[src/rtl/fpu_pkg.sv]
// Shared FPU constants: mantissa width and the requester-ID width helper.
package fpu_pkg;

  localparam int MANT_W = 28;

  typedef logic [MANT_W-1:0] mant_t;

  // At least one bit so that a 1- or 2-requester build still has a usable ID field.
  function automatic int id_width(input int n);
    return (n <= 2) ? 1 : $clog2(n);
  endfunction

endpackage

[src/rtl/mant_add_arbiter_if.sv]
// Requester-side and result-side bundle for the shared mantissa adder.
interface mant_add_arbiter_if #(parameter int NREQ = 4);

  localparam int IDW = fpu_pkg::id_width(NREQ);

  logic [NREQ-1:0]                     req_valid;
  logic [NREQ-1:0]                     req_ready;
  logic [NREQ-1:0]                     req_sub;
  logic [NREQ-1:0][fpu_pkg::MANT_W-1:0] req_a;
  logic [NREQ-1:0][fpu_pkg::MANT_W-1:0] req_b;
  logic                                rsp_valid;
  logic                                rsp_ready;
  logic [IDW-1:0]                      rsp_id;
  logic [fpu_pkg::MANT_W-1:0]          rsp_sum;
  logic                                rsp_co;

  modport master (
    output req_valid, req_sub, req_a, req_b, rsp_ready,
    input  req_ready, rsp_valid, rsp_id, rsp_sum, rsp_co
  );

  modport slave (
    input  req_valid, req_sub, req_a, req_b, rsp_ready,
    output req_ready, rsp_valid, rsp_id, rsp_sum, rsp_co
  );

endinterface

[src/rtl/mant_add_arbiter_cla.sv]
// 28-bit carry-lookahead adder: 4-bit lookahead groups, group carries chained.
module mant_add_arbiter_cla
  import fpu_pkg::*;
(
  input  logic [MANT_W-1:0] a_i,
  input  logic [MANT_W-1:0] b_i,
  input  logic              ci_i,
  output logic [MANT_W-1:0] s_o,
  output logic              co_o
);

  logic [MANT_W-1:0] g;
  logic [MANT_W-1:0] p;
  logic [MANT_W:0]   c;

  // Carries built in a function so the vector is never read back within its own process.
  function automatic logic [MANT_W:0] carries(input logic [MANT_W-1:0] gg,
                                              input logic [MANT_W-1:0] pp,
                                              input logic              cin);
    logic [MANT_W:0] cc;
    logic            grp_g;
    logic            grp_p;
    cc    = '0;
    cc[0] = cin;
    for (int k = 0; k < MANT_W; k += 4) begin
      grp_g = gg[k+3] | (pp[k+3] & gg[k+2]) | (pp[k+3] & pp[k+2] & gg[k+1])
            | (pp[k+3] & pp[k+2] & pp[k+1] & gg[k]);
      grp_p = &pp[k+:4];
      cc[k+1] = gg[k] | (pp[k] & cc[k]);
      cc[k+2] = gg[k+1] | (pp[k+1] & gg[k]) | (pp[k+1] & pp[k] & cc[k]);
      cc[k+3] = gg[k+2] | (pp[k+2] & gg[k+1]) | (pp[k+2] & pp[k+1] & gg[k])
              | (pp[k+2] & pp[k+1] & pp[k] & cc[k]);
      cc[k+4] = grp_g | (grp_p & cc[k]);
    end
    return cc;
  endfunction

  assign g    = a_i & b_i;
  assign p    = a_i ^ b_i;
  assign c    = carries(g, p, ci_i);
  assign s_o  = p ^ c[MANT_W-1:0];
  assign co_o = c[MANT_W];

endmodule

[src/rtl/mant_add_arbiter_rr.sv]
// Round-robin arbiter: first valid at or above ptr (mod N); ptr moves past each accept.
module rr_arbiter
  import fpu_pkg::*;
#(
  parameter int N  = 4,
  parameter int IW = id_width(N)
) (
  input  logic          clk,
  input  logic          rst_n,
  input  logic [N-1:0]  req_i,
  input  logic          en_i,
  input  logic          acc_i,
  output logic [N-1:0]  gnt_o,
  output logic [IW-1:0] idx_o
);

  logic [IW-1:0] ptr_q;
  logic [IW-1:0] ptr_d;
  logic          any_req;

  // Scan from farthest to nearest so the nearest valid requester wins.
  always_comb begin
    int k;
    k       = 0;
    idx_o   = '0;
    any_req = 1'b0;
    for (int off = N - 1; off >= 0; off--) begin
      k = (int'(ptr_q) + off) % N;
      if (req_i[k[IW-1:0]]) begin
        idx_o   = k[IW-1:0];
        any_req = 1'b1;
      end
    end
  end

  always_comb begin
    gnt_o = '0;
    if (any_req && en_i) gnt_o[idx_o] = 1'b1;
  end

  always_comb begin
    ptr_d = ptr_q;
    if (acc_i) ptr_d = (idx_o == IW'(N - 1)) ? '0 : idx_o + IW'(1);
  end

  always_ff @(posedge clk) begin
    if (!rst_n) ptr_q <= '0;
    else        ptr_q <= ptr_d;
  end

endmodule

[src/rtl/mant_add_arbiter.sv]
// Shares one mantissa CLA among NREQ requesters; result registered with the requester ID.
module mant_add_arbiter
  import fpu_pkg::*;
#(
  parameter int NREQ = 4
) (
  input logic               clk,
  input logic               rst_n,
  mant_add_arbiter_if.slave bus
);

  localparam int IDW = id_width(NREQ);

  logic            stage_free;
  logic            accept;
  logic [NREQ-1:0] gnt;
  logic [IDW-1:0]  gnt_idx;
  mant_t           add_a;
  mant_t           add_b;
  mant_t           add_s;
  logic            add_ci;
  logic            add_co;

  logic            rsp_valid_q, rsp_valid_d;
  logic [IDW-1:0]  rsp_id_q,    rsp_id_d;
  mant_t           rsp_sum_q,   rsp_sum_d;
  logic            rsp_co_q,    rsp_co_d;

  assign stage_free = !rsp_valid_q || bus.rsp_ready;

  // Reset gates the enable so no requester sees ready while rst_n is low.
  rr_arbiter #(.N(NREQ)) u_rr (
    .clk   (clk),
    .rst_n (rst_n),
    .req_i (bus.req_valid),
    .en_i  (stage_free && rst_n),
    .acc_i (accept),
    .gnt_o (gnt),
    .idx_o (gnt_idx)
  );

  assign bus.req_ready = gnt;
  assign accept        = |(bus.req_valid & gnt);

  // Subtract as A + ~B + 1.
  assign add_a  = bus.req_a[gnt_idx];
  assign add_b  = bus.req_sub[gnt_idx] ? ~bus.req_b[gnt_idx] : bus.req_b[gnt_idx];
  assign add_ci = bus.req_sub[gnt_idx];

  mant_add_arbiter_cla u_cla (
    .a_i  (add_a),
    .b_i  (add_b),
    .ci_i (add_ci),
    .s_o  (add_s),
    .co_o (add_co)
  );

  always_comb begin
    rsp_valid_d = rsp_valid_q;
    rsp_id_d    = rsp_id_q;
    rsp_sum_d   = rsp_sum_q;
    rsp_co_d    = rsp_co_q;
    if (accept) begin
      rsp_valid_d = 1'b1;
      rsp_id_d    = gnt_idx;
      rsp_sum_d   = add_s;
      rsp_co_d    = add_co;
    end else if (bus.rsp_ready) begin
      rsp_valid_d = 1'b0;
    end
  end

  always_ff @(posedge clk) begin
    if (!rst_n) begin
      rsp_valid_q <= 1'b0;
      rsp_id_q    <= '0;
      rsp_sum_q   <= '0;
      rsp_co_q    <= 1'b0;
    end else begin
      rsp_valid_q <= rsp_valid_d;
      rsp_id_q    <= rsp_id_d;
      rsp_sum_q   <= rsp_sum_d;
      rsp_co_q    <= rsp_co_d;
    end
  end

  assign bus.rsp_valid = rsp_valid_q;
  assign bus.rsp_id    = rsp_id_q;
  assign bus.rsp_sum   = rsp_sum_q;
  assign bus.rsp_co    = rsp_co_q;

endmodule

[src/flat_wrapper.sv]
// flat-port wrapper written by rule: the top's interface ports become plain ports
module mant_add_arbiter_flat import fpu_pkg::*;
#(
  parameter int NREQ = 4
)
  (clk, rst_n, bus_req_valid, bus_req_sub, bus_req_a, bus_req_b, bus_rsp_ready, bus_req_ready, bus_rsp_valid, bus_rsp_id, bus_rsp_sum, bus_rsp_co);
  mant_add_arbiter_if #(.NREQ(NREQ)) bus_i ();
  input logic clk;
  input logic rst_n;
  input wire logic [$bits(bus_i.req_valid)-1:0] bus_req_valid;
  input wire logic [$bits(bus_i.req_sub)-1:0] bus_req_sub;
  input wire logic [$bits(bus_i.req_a)-1:0] bus_req_a;
  input wire logic [$bits(bus_i.req_b)-1:0] bus_req_b;
  input wire logic [$bits(bus_i.rsp_ready)-1:0] bus_rsp_ready;
  output wire logic [$bits(bus_i.req_ready)-1:0] bus_req_ready;
  output wire logic [$bits(bus_i.rsp_valid)-1:0] bus_rsp_valid;
  output wire logic [$bits(bus_i.rsp_id)-1:0] bus_rsp_id;
  output wire logic [$bits(bus_i.rsp_sum)-1:0] bus_rsp_sum;
  output wire logic [$bits(bus_i.rsp_co)-1:0] bus_rsp_co;
  assign bus_i.req_valid = bus_req_valid;
  assign bus_i.req_sub = bus_req_sub;
  assign bus_i.req_a = bus_req_a;
  assign bus_i.req_b = bus_req_b;
  assign bus_i.rsp_ready = bus_rsp_ready;
  assign bus_req_ready = bus_i.req_ready;
  assign bus_rsp_valid = bus_i.rsp_valid;
  assign bus_rsp_id = bus_i.rsp_id;
  assign bus_rsp_sum = bus_i.rsp_sum;
  assign bus_rsp_co = bus_i.rsp_co;
  mant_add_arbiter #(.NREQ(NREQ)) u_core (.clk(clk), .rst_n(rst_n), .bus(bus_i));
endmodule
[config.mk]
export PLATFORM = sky130hd
export DESIGN_NAME = mant_add_arbiter_flat
export DESIGN_NICKNAME = d
export VERILOG_FILES = /design/src/rtl/fpu_pkg.sv /design/src/rtl/mant_add_arbiter_if.sv /design/src/rtl/mant_add_arbiter_cla.sv /design/src/rtl/mant_add_arbiter_rr.sv /design/src/rtl/mant_add_arbiter.sv /design/src/flat_wrapper.sv
export SDC_FILE = /design/constraint.sdc
export NUM_CORES = 1
export LEC_CHECK = 0
export BUFFER_PORTS_ARGS = -buffer_cell sky130_fd_sc_hd__buf_2
export CAP_MARGIN = 20
export CORE_AREA = 3 3 120 122
export DETAILED_ROUTE_END_ITERATION = 10
export DIE_AREA = 0 0 123 125
export GPL_TIMING_DRIVEN = 0
export PLACE_DENSITY = 0.66
export SYNTH_ARGS = -nofsm -noshare
export SYNTH_HDL_FRONTEND = slang
export SYNTH_SLANG_ARGS = --single-unit
export TNS_END_PERCENT = 50
[constraint.sdc]
create_clock -name clk -period 9.31 [get_ports clk]
set_clock_uncertainty 0.05 [all_clocks]
set_input_delay 1.3965 -clock clk [delete_from_list [all_inputs] [get_ports clk]]
set_output_delay 1.3965 -clock clk [all_outputs]
set_load 0.005 [all_outputs]
# --- Yosys cells after proc, flatten, opt, wreduce, memory -nomap -nowiden ---
# Cells that the tools add are included.
classes:
  n_addsub: 4
  order_cmp: 6
  n_eq_ne: 1
  muxes: 29
  n_bitwise: 180
  n_reduce_logical: 14
op_table:
  columns: ["op", "n"]
  rows:
  - ["28-bit binary-select mux with 2-bit select", 2]
  - ["1-bit bitwise AND", 105]
  - ["28-bit two-way mux", 3]
  - ["1-bit bitwise OR", 70]
  - ["28-bit bitwise XOR", 2]
  - ["28-bit bitwise AND", 1]
  - ["28-bit inverter", 1]
  - ["4-bit AND reduction", 7]
  - ["2-bit by 3-bit less-than comparator with 1-bit output (second input constant)", 5]
  - ["1-bit two-way mux", 12]
  - ["1-bit binary-select mux with 2-bit select", 5]
  - ["2-bit two-way mux", 5]
  - ["2-bit by 1-bit adder with 2-bit output (second input constant)", 2]
  - ["2-bit adder (second input constant)", 2]
  - ["4-bit bitwise AND", 1]
  - ["4-bit two-way mux", 1]
  - ["4-bit OR reduction", 1]
  - ["1-bit logical AND", 3]
  - ["1-bit demux with 2-bit select", 1]
  - ["2-bit equality test (second input constant)", 1]
  - ["2-bit by 1-bit >= comparator with 1-bit output (second input constant)", 1]
  - ["2-bit nonzero test", 1]
  - ["1-bit logical NOT", 1]
  - ["1-bit logical OR", 1]
totals:
  register_bits: 34
  in_bits: 235
  out_inout_bits: 36
  elab_cells: 239

# --- Depth between registers and ports, before layout ---
depth:
  depth_word: 30
  ltp_mapped: 22
  depth_no_buf: 19

# --- By module ---
# A second synthesis with hierarchy kept.
unflattened:
  cells_unflattened: 431
  area_unflattened_um2: 4461.8
modules_own_cells:
  columns: ["mod", "instances", "cells_per_inst", "area_per_inst_um2", "seq_area_each_um2"]
  rows:
  - ["mant_add_arbiter", 1, 248, 2929.1, 640.6]
  - ["mant_add_arbiter_cla", 1, 154, 1296.2, 0.0]
  - ["rr_arbiter", 1, 29, 236.5, 40.0]

# --- Least setup slack after synthesis ---
# No wires, ideal clock.
synth_path:
  path_type: "input -> register"
  start: "in bus_req_valid[2]"
  end: "reg u_core.rsp_sum_q[25] (netlist: u_core.bus.rsp_sum[25])"
  setup_time_ns: 0.076
  arrival_ns: 5.384
  required_ns: 9.184
  path_slack_ns: 3.800
  path_stages: 19
  path_buffers: 3
  cell_sequence: "nor2b_4 -> nor2b_1 -> or3_4 -> inv_1 -> clkbuf_1 -> clkbuf_1 -> clkbuf_1 -> a31oi_1 -> ha_1 -> nand2_1 -> o21bai_1 -> or3_1 -> nor4_1 -> o31ai_2 -> and3_1 -> fa_1 -> xnor2_1 -> nand2_1 -> a21boi_0"
synth_via:
  elab_chain_cells: 29
  elab_cells_between_ends: 104
  classes_between: "order compare (2); mux (26); bitwise (67); reduce/logical (9)"
synth_lines:
  columns: ["element", "line_no", "source"]
  rows:
  - ["start, declared", "flat_wrapper.sv:10", "input wire logic [$bits(bus_i.req_valid)-1:0] bus_req_valid;"]
  - ["1-bit binary-select mux with 2-bit select", "mant_add_arbiter_rr.sv:29", "if (req_i[k[IW-1:0]]) begin"]
  - ["1-bit two-way mux (not written as such)", "mant_add_arbiter_rr.sv:29", null]
  - ["2-bit two-way mux (4 in a row)", "mant_add_arbiter_rr.sv:29", null]
  - ["28-bit binary-select mux with 2-bit select", "mant_add_arbiter.sv:47", "assign add_b = bus.req_sub[gnt_idx] ? ~bus.req_b[gnt_idx] : bus.req_b[gnt_idx];"]
  - ["28-bit two-way mux (not written as such)", "mant_add_arbiter.sv:47", null]
  - ["28-bit inverter", "mant_add_arbiter.sv:47", null]
  - ["28-bit two-way mux", "mant_add_arbiter.sv:47", null]
  - ["28-bit bitwise XOR / 28-bit bitwise AND (equally long branches)", "mant_add_arbiter_cla.sv:39, mant_add_arbiter_cla.sv:38", null]
  - ["[10 not listed]", null, null]
  - ["1-bit bitwise OR", "mant_add_arbiter_cla.sv:33", "cc[k+4] = grp_g | (grp_p & cc[k]);"]
  - ["1-bit bitwise AND", "mant_add_arbiter_cla.sv:33", null]
  - ["1-bit bitwise OR", "mant_add_arbiter_cla.sv:33", null]
  - ["1-bit bitwise AND", "mant_add_arbiter_cla.sv:33", null]
  - ["1-bit bitwise OR", "mant_add_arbiter_cla.sv:33", null]
  - ["1-bit bitwise AND", "mant_add_arbiter_cla.sv:29", "cc[k+1] = gg[k] | (pp[k] & cc[k]);"]
  - ["1-bit bitwise OR", "mant_add_arbiter_cla.sv:29", null]
  - ["28-bit bitwise XOR", "mant_add_arbiter_cla.sv:41", "assign s_o = p ^ c[MANT_W-1:0];"]
  - ["end signal, assigned", "mant_add_arbiter.sv:82", "rsp_sum_q <= rsp_sum_d;"]
  - ["end, declared", "mant_add_arbiter.sv:26", "mant_t rsp_sum_q, rsp_sum_d;"]
# Several ways; a longest one is shown, not always the timed one. The select of a mux whose other input is x is not followed.
# A chain may end at the register's enable or synchronous reset.

# --- Final worst setup path ---
layout_path:
  start: "in bus_req_valid[2]"
  end: "reg u_core.rsp_sum_q[24] (netlist: u_core.bus.rsp_sum[24])"
layout_via:
  elab_chain_cells: 27
  elab_cells_between_ends: 102
  classes_between: "order compare (2); mux (26); bitwise (65); reduce/logical (9)"
layout_lines:
  columns: ["element", "line_no"]
  rows:
  - ["1-bit binary-select mux with 2-bit select", "mant_add_arbiter_rr.sv:29"]
  - ["1-bit two-way mux (not written as such)", "mant_add_arbiter_rr.sv:29"]
  - ["2-bit two-way mux (4 in a row)", "mant_add_arbiter_rr.sv:29"]
  - ["28-bit binary-select mux with 2-bit select", "mant_add_arbiter.sv:47"]
  - ["28-bit two-way mux (not written as such)", "mant_add_arbiter.sv:47"]
  - ["28-bit inverter", "mant_add_arbiter.sv:47"]
  - ["28-bit two-way mux", "mant_add_arbiter.sv:47"]
  - ["28-bit bitwise XOR / 28-bit bitwise AND (equally long branches)", "mant_add_arbiter_cla.sv:39, mant_add_arbiter_cla.sv:38"]
  - ["[8 not listed]", null]
  - ["1-bit bitwise OR", "mant_add_arbiter_cla.sv:33"]
  - ["1-bit bitwise AND", "mant_add_arbiter_cla.sv:33"]
  - ["1-bit bitwise OR", "mant_add_arbiter_cla.sv:33"]
  - ["1-bit bitwise AND", "mant_add_arbiter_cla.sv:33"]
  - ["1-bit bitwise OR", "mant_add_arbiter_cla.sv:33"]
  - ["1-bit bitwise AND", "mant_add_arbiter_cla.sv:33"]
  - ["1-bit bitwise OR", "mant_add_arbiter_cla.sv:33"]
  - ["28-bit bitwise XOR", "mant_add_arbiter_cla.sv:41"]
# Several ways; a longest one is shown, not always the timed one. The select of a mux whose other input is x is not followed.

==> flow_summary.ini <==
[power_and_ir_drop]
p_per_area_nw_per_um2 = 220
p_leak_uw = 0.00342
ir_drop_mv = 0.103
finalPower_uw = 1410

[final_layout]
num_antenna_cells = 0
final_cell_count_no_fill = 1189
layout_common_cells = 274 x buf_2, 270 x nand2_1, 50 x and3_1, 48 x a31oi_1, 37 x nand3_1
fin_nets = 1285
layout_commonest_cell = buf_2
drive_gt1_frac = 0.291
synthToLayoutAreaGrowth_pct = 36.5
multiInputGateArea_um2 = 3760
seqCellArea_um2 = 681
fillers = 1473

[synthesis]
synth_cells = 735
yosys_register_bits = 34
avgSynthCellArea_um2 = 6.41
synth_flop_cell = dfxtp_1
syn_area_um2 = 4710
synth_cell_types = 55
synth.net_count = 1008
synthArstFlopShare = 0
yosysWarnings = 0
synth_edf_count = 0
ys_seq_area_frac = 0.145

[detailed_routing]
routed-via-count = 6167
via_per_inst = 5.19
ant_nets = 0
drc = 0
wl_per_cell_um = 17.7
drt-total-wl_um = 21100
firstDrtPassIters = 5
drtIter0Drc = 345

[floorplanning]
start_util = 0.354
die_x_um = 123
core_um2 = 13300
rows = 42
die_y_um = 125
num_io_pins = 271
dieArea_um2 = 15400

[sta]
worstMarginPinSlew_ns = 0.741
period_needed_ns = 6.53
setup_viol = 0
hold_viol_final = 0
max_slew_margin = 0.506
finalCritPeriodShare = 0.702
fmaxAchievable_mhz = 153
tns_ns = 0
rsz0062_at_grt = no
setup_ws_ns = 2.78
slew_violations = 0

[place]
pre_cts_slack_ns = 2.57
io_buffers = 270
dp_hpwl_um = 17800
placedCellCount = 1181
gp_congestion = 0.877

[cts]
htree_num_levels = 2
cts_tree = done
cts.repair.resized = 0
clkTransAtPathRegs_ns = 0.05
numCtsBuffers = 5
clock_latency_ns = 0.28
cts.sinks = 34
cts-hold-fix-buffers = 0
cts_root_buf = clkbuf_16
post_cts_buffers = 0
cts_buffer_depth = 2

[hold_path]
worstHoldPathType = reg2reg

[flow_run]
drv_cap = 0

[global_route]
overflow = 0
grt_max_degree = 12
antenna_found_initial = 2
first_global_vias = 5968
track_usage = 0.263
grt_pass1_wl_um = 31900

[outcome]
outcome = finished, final reports clean

[setup_path]
crit_type = in2reg
endpoint = u_core.bus.rsp_sum[24]
startpoint_type = primary input
arrival_ns = 6.71
r2r-start = u_core.u_rr.ptr_q[1]
cp_max_fo = 10
r2r-end = u_core.bus.rsp_sum[24]
endpoint_kind = register
crit_required_ns = 9.49
r2r_slack_ns = 3.56
reg2reg_depth = 18
cp-startpoint = bus_req_valid[2]
==> worst min path at each step <==
stage	from	end	cells past startpoint	slack [ns]
2_1_floorplan	u_core.bus.rsp_sum[13]	u_core.bus.rsp_sum[13]	2	0.41
3_3_place_gp	u_core.bus.rsp_sum[5]	u_core.bus.rsp_sum[5]	2	0.40
3_5_place_dp	u_core.bus.rsp_sum[21]	u_core.bus.rsp_sum[21]	2	0.41
4_1_cts	u_core.bus.rsp_id[1]	u_core.bus.rsp_id[1]	2	0.42
5_1_grt	u_core.bus.rsp_sum[23]	u_core.bus.rsp_sum[23]	2	0.43
6_report	u_core.bus.rsp_sum[25]	u_core.bus.rsp_sum[25]	2	0.41
==> kinds of logic after synthesis <==
logic type,synth area share
multiplexers,0.0194
adder cells (fa/ha/maj),0.111
flip-flops,0.145
buffers and inverters,0.0561
XOR/XNOR,0.0818
AO/OA/AOI/OAI,0.205
AND/OR/NAND/NOR,0.382
==> sequential cells by signal (all words and copies together), names as in the netlist <==
name                  count
u_core.bus.rsp_id         2
u_core.u_rr.ptr_q         2
u_core.bus.rsp_sum       28
u_core.bus.rsp_co         1
u_core.bus.rsp_valid      1
==> synthesized netlist by cell type (all sizes together) (2+ instances only) <==
cell    number  area (um2)
clkbuf      34         128
nor2b        5        38.8
nand4b       3        26.3
o211ai       3        22.5
o21bai       3        22.5
o211a        7        70.1
nor3         2        10.0
and3        50         313
nand3       37         185
nand4        4        25.0
xor2        26         228
a211oi       2        15.0
o21ai       18        93.8
a21boi       9        67.6
nand2      270        1010
ha          32         400
nor2        13        48.8
mux2i        8        80.1
or3          3        23.8
o31ai        4        40.0
a31oi       49         322
a21oi       16        80.1
a221oi       3        32.5
a221o        2        20.0
dfxtp       34         681
fa           6         120
a21o         8        60.1
buf         16        65.1
and2        10        62.6
o21ba        2        20.0
a22oi        3        22.5
inv         18        67.6
xnor2       18         158
a211o        3        36.3
o21a         2        15.0
nor4         2        12.5
==> worst max-delay path, stage by stage <==
cell,delay [ns]
buf_2,0.14
nor2b_4,0.14
nor2b_1,0.12
or3_4,0.41
inv_1,0.19
clkbuf_1,0.43
clkbuf_1,0.57
clkbuf_1,0.43
a31oi_1,0.18
ha_1,0.38
a21oi_1,0.28
o211ai_1,0.19
a221oi_1,0.45
nor2_1,0.14
o31ai_2,0.36
and3_1,0.23
fa_1,0.43
nand2_1,0.08
o211a_1,0.15
==> metrics by stage <==
| stage | utilization | instance area (um2) | hold WS (ns) |
|---|---|---|---|
| after CTS | 0.483 | 6430 | 0.416 |
| after floorplan | - | 4710 | 0.407 |
| after detailed placement | 0.472 | 6280 | 0.406 |
| final | 0.483 | 6430 | 0.410 |
| after global routing | 0.483 | 6430 | 0.434 |
| after global placement | 0.472 | 6280 | 0.398 |
==> routing by layer <==
metal / up-vias / track usage / part of all wire
li1: 3077 / - / -
met1: 2815 / 0.350 / 0.43
met2: 239 / 0.444 / 0.48
met3: 32 / 0.0402 / 0.071
met4: 4 / 0.0651 / 0.021
met5: - / 0 / 0.0010
==> report_power, final <==
| group | total [uW] | switching, uW | internal (uW) | leakage [uW] |
|---|---|---|---|---|
| clock | 165 | 59.2 | 106 | 0.0000739 |
| combinational | 1040 | 607 | 430 | 0.00307 |
| sequential | 210 | 21.4 | 189 | 0.000279 |
| total | 1410 | 687 | 725 | 0.00342 |
==> cell type report <==
class | count | share of cell area
multi-input cells | 632 | 0.586
inverters | 19 | 0.0111
well taps | 176 | 0.0343
clock buffers | 7 | 0.0222
clock inverters | 1 | 0.000779
plain buffers | 50 | 0.0300
flip-flops and latches | 34 | 0.106
repair buffers | 270 | 0.210
(Power assumes the default switching activity.)
